### src/rtl/mau_window_ctrl.sv
// rtl/mau_window_ctrl.sv - raster sequencer and window-valid generator for the 7x7 line-memory window unit
module mau_window_ctrl #(
  parameter int IMG_WIDTH  = 64,
  parameter int IMG_HEIGHT = 64,
  parameter int WIN        = 7,
  parameter int CW         = 10
) (
  input  logic          clk,
  input  logic          reset,
  input  logic          s_valid,
  input  logic          s_sof,
  output logic          s_ready,
  output logic          mau_enable,
  output logic          win_valid,
  input  logic          win_ready,
  output logic [CW-1:0] center_row,
  output logic [CW-1:0] center_col,
  output logic          win_first,
  output logic          win_last,
  output logic          frame_done,
  output logic          err_sof
);

  localparam logic [CW-1:0] LAST_ROW = CW'(IMG_HEIGHT - 1);
  localparam logic [CW-1:0] LAST_COL = CW'(IMG_WIDTH - 1);
  localparam logic [CW-1:0] EDGE     = CW'(WIN - 1);
  localparam logic [CW-1:0] HALF     = CW'(WIN / 2);

  typedef enum logic [1:0] {IDLE, FILL, RUN, DONE} state_t;

  state_t        state, state_nxt;
  logic [CW-1:0] row, col;
  logic [CW-1:0] pix_row, pix_col;
  logic          slot_free;
  logic          pix_final;
  logic          pix_fill_end;
  logic          completes;
  logic          mid_sof;

  // A SOF pixel is always (0,0) of a new frame, whatever the counters say.
  assign slot_free    = !win_valid || win_ready;
  assign pix_row      = s_sof ? '0 : row;
  assign pix_col      = s_sof ? '0 : col;
  assign pix_final    = (pix_row == LAST_ROW) && (pix_col == LAST_COL);
  assign pix_fill_end = (pix_row == EDGE) && (pix_col == EDGE);
  assign completes    = mau_enable && (pix_row >= EDGE) && (pix_col >= EDGE);
  assign mid_sof      = mau_enable && s_sof && ((state == FILL) || (state == RUN));

  always_ff @(posedge clk or posedge reset) begin
    if (reset) state <= IDLE;
    else       state <= state_nxt;
  end

  always_comb begin
    state_nxt = state;
    case (state)
      IDLE: if (mau_enable) state_nxt = FILL;
      FILL, RUN: begin
        if (mau_enable) begin
          if (s_sof)                              state_nxt = FILL;
          else if (pix_final)                     state_nxt = DONE;
          else if (state == FILL && pix_fill_end) state_nxt = RUN;
        end
      end
      DONE:    state_nxt = IDLE;
      default: state_nxt = IDLE;
    endcase
  end

  always_comb begin
    s_ready    = 1'b0;
    mau_enable = 1'b0;
    frame_done = 1'b0;
    case (state)
      IDLE: begin
        s_ready    = slot_free;
        mau_enable = s_valid && slot_free && s_sof;
      end
      FILL, RUN: begin
        s_ready    = slot_free;
        mau_enable = s_valid && slot_free;
      end
      DONE:    frame_done = 1'b1;
      default: ;
    endcase
  end

  always_ff @(posedge clk or posedge reset) begin
    if (reset) begin
      row <= '0;
      col <= '0;
    end else if (mau_enable) begin
      if (pix_final) begin
        row <= '0;
        col <= '0;
      end else if (pix_col == LAST_COL) begin
        row <= pix_row + CW'(1);
        col <= '0;
      end else begin
        row <= pix_row;
        col <= pix_col + CW'(1);
      end
    end
  end

  // A newly completed window overwrites a slot being drained in the same cycle.
  always_ff @(posedge clk or posedge reset) begin
    if (reset) begin
      win_valid  <= 1'b0;
      center_row <= '0;
      center_col <= '0;
      win_first  <= 1'b0;
      win_last   <= 1'b0;
      err_sof    <= 1'b0;
    end else begin
      err_sof <= mid_sof;
      if (completes) begin
        win_valid  <= 1'b1;
        center_row <= pix_row - HALF;
        center_col <= pix_col - HALF;
        win_first  <= pix_fill_end;
        win_last   <= pix_final;
      end else if (win_ready) begin
        win_valid <= 1'b0;
      end
    end
  end

endmodule

### config.mk
export PLATFORM = sky130hd
export DESIGN_NAME = mau_window_ctrl
export DESIGN_NICKNAME = d
export VERILOG_FILES = /design/src/rtl/mau_window_ctrl.sv
export SDC_FILE = /design/constraint.sdc
export NUM_CORES = 1
export LEC_CHECK = 0
export ABC_AREA = 0
export ABC_CLOCK_PERIOD_IN_PS = 2400
export CORE_MARGIN = 3
export CORE_UTILIZATION = 35
export CTS_CLUSTER_DIAMETER = 100
export DETAILED_ROUTE_END_ITERATION = 10
export GPL_ROUTABILITY_DRIVEN = 1
export SYNTH_ARGS = -nofsm -noshare
export SYNTH_HDL_FRONTEND = slang
export SYNTH_SLANG_ARGS = --single-unit
export TNS_END_PERCENT = 5
### constraint.sdc
create_clock -name clk -period 2.4 [get_ports clk]
set_input_delay 0.6 -clock clk [delete_from_list [all_inputs] [get_ports clk]]
set_output_delay 0.6 -clock clk [all_outputs]
set_load 0.005 [all_outputs]
==> run metrics <==
status finished clean; final non-filler cell total 483; Final Cell Area 3640 um^2; period utilization 0.946; Min-Delay Startpoint win_first$_DFFE_PP0P_; Fin. Hold Viols 0; Post-DP Area 3480 um^2; post-synthesis mux area share 0.0268; Post-synth top cells dfrtp_1, nor2_1, o21ai_0; I/O Pins 32; register area share after synthesis 0.411; # DRC 0; peak supply drop 0.439 mV; worst-path maximum fanout 2; total grt overflow 0; Post-Syn Nets 335; top-area cell type share of the netlist area 0.411; largest family of logic cells by synthesized area simple AND/OR/NAND/NOR gates; Leak 1.62 nW; CP Launch Type input port; Reg-to-Reg Start col[0]$_DFFE_PP0P_; Finished Core Util 0.469; Area growth, synth to finish 29.9%; Hold Crit Class reg2reg; mean number of vias per cell 5.33; sw power 1.01 mW; Sw Share 0.362; Yosys Warn Count 0; clk buf depth 2; Post-Syn Area 2800 um^2; Setup CP Type in2out; clock-pin slew on the worst setup and hold paths 90 ps; Synth Area in Compound Gates 0.206; core area 7770 um^2; Least-Margin Pin Slew 469 ps; worst skew pair latency 300 ps; count leader, synth dfrtp_1; Synth area leader dfrtp_1; CTS buffer count 5; post-synthesis adder-cell area fraction 0.0357; smallest hold slack 482 ps; Main synth FF type dfrtp_1; critical path required time 1800 ps; sequential fraction of design power 0.375; vias in the first global route 2,399; total chip power 2.78 mW; Layout Skew 8.64 ps; f_max 440 MHz; placed cells 474; CTS Root Buffer Type clkbuf_8; max-slew violations 0; Comb pwr share 0.450; Fillers 781; synthesized area per cell 8.71 um^2; Setup crit start win_ready; # diodes 0; Mapped Cells 322; critical path endpoint category primary output; worst relative slew slack 0.685; # nets final 393; die area 9120 um^2; Post-synth ARST share 1.00; layout cells sized above 1 0.199; # rows 32; via count 2,573; ANT nets after route 0; Synth area leaders dfrtp_1, o21ai_0, nor2_1; count of buffers from port buffering 31; area share of xor/xnor cells in the synthesized design 0.0312; pin count of the biggest net entering global routing 47; RSZ-0062 raised after global routing no; die width 95.5 um; Post-synth EDFFs 0; global-route wire length before repair 12.0 mm; initial antenna violation count 0; Total Routed Length 7.29 mm; H-tree Lvls 2; synth unique cells 51; fin crit period 2270 ps; gpl congestion 0.831; Max Cap Violations 0; wire per inst 15.1 um; Crit path arrival time 1670 ps; clk sinks 46; initial DRC count 174; final setup margin 129 ps; Global Route Usage Sum 0.168; CTS tree done; Yosys reg bits 46; die height 95.5 um; Initial Util 0.361; Synth Area in Simple Gates 0.232; Setup violations, final 0; Pre-Repair DR Iteration Count 4; Setup TNS 0 ps; Post-Place Worst Slack -573 ps; PwrDens 764 nW/um^2; Detailed Place HPWL 5.20 mm; internal power 1.77 mW; clock network power share 0.175
## cell usage in the layout, fill, tap and decap left out, types with 3 or more instances in the layout
cell             count
and2_1               3
buf_4               40
o31ai_1              5
a21oi_1             26
a31oi_1              5
o2bb2ai_1            3
and3_1               3
nor2_1              36
o21ai_0             27
mux2_2               4
nand4_1              6
mux2i_1              3
nand3_1             11
ha_1                 6
clkbuf_8             5
nor4_1               7
nand2_1             25
nor2b_1              6
nor3_1               6
a41oi_1              4
inv_1                6
clkdlybuf4s50_1     28
dfrtp_1             46
a21o_1               6
xnor2_1             10
buf_6                5
## repair_timing
item / in CTS / in global routing
hold buffers: 0 / 0
cloned: 0 / 0
gates resized for setup: 11 / 10
pin swaps: 1 / 2
setup endpoints to repair: 42 / 32
buffers inserted: 0 / 1
## path summary, 6_finish.rpt
check	to	slack, ps	depth (start not counted)
setup / recovery	s_ready	130	5
hold / removal	win_first$_DFFE_PP0P_	480	2
setup reg to reg	row[8]$_DFFE_PP0P_	220	9
hold reg to reg	win_first$_DFFE_PP0P_	480	2
max in group asynchronous	col[4]$_DFFE_PP0P_	1530	3
min in group asynchronous	center_col[7]$_DFFE_PP0P_	640	3
## power by group through the flow
stage          Clock, mW  Combinational [mW]  Sequential (mW)
2_1_floorplan          0               0.681             1.04
3_3_place_gp           0                1.19             1.05
3_5_place_dp           0                1.20             1.06
4_1_cts            0.501                1.24             1.05
5_1_grt            0.530                1.39             1.07
6_report           0.487                1.25             1.04
## sequential cells by signal, indices dropped and copies added (netlist names)
name,cells
center_col,10
center_row,10
col,10
row,10
state,2
err_sof,1
win_first,1
win_last,1
win_valid,1
## cells by family after synthesis
group | count (synthesis)
AO/OA/AOI/OAI | 92
XOR/XNOR | 10
adder cells (fa/ha/maj) | 8
buffers and inverters | 35
flip-flops | 46
multiplexers | 7
AND/OR/NAND/NOR | 124
## worst max-delay path: stages
cell and delay [ps]:
clkdlybuf4s50_1 410, nand2b_4 160, buf_4 130, nor2b_1 110
dlygate4sd2_1 260
## layer usage
metal | up-vias | wire (um) | GRT usage
li1 | 1272 | - | -
met1 | 1230 | 3550 | 0.238
met2 | 60 | 3340 | 0.261
met3 | 11 | 292 | 0.0276
met4 | 0 | 108 | 0.0569
met5 | - | 0 | 0
## cell type report
cell class                      count  area, um^2  area share
Clock buffer                        5        68.8      0.0189
Clock inverter                      3        21.3     0.00584
Inverter                            9        33.8     0.00928
Multi-Input combinational cell    241        1560       0.428
Sequential cell                    46        1150       0.316
Tap cell                          102         128      0.0351
Timing Repair Buffer               77         679       0.187
No activity file was read; power rests on OpenSTA's default activity.
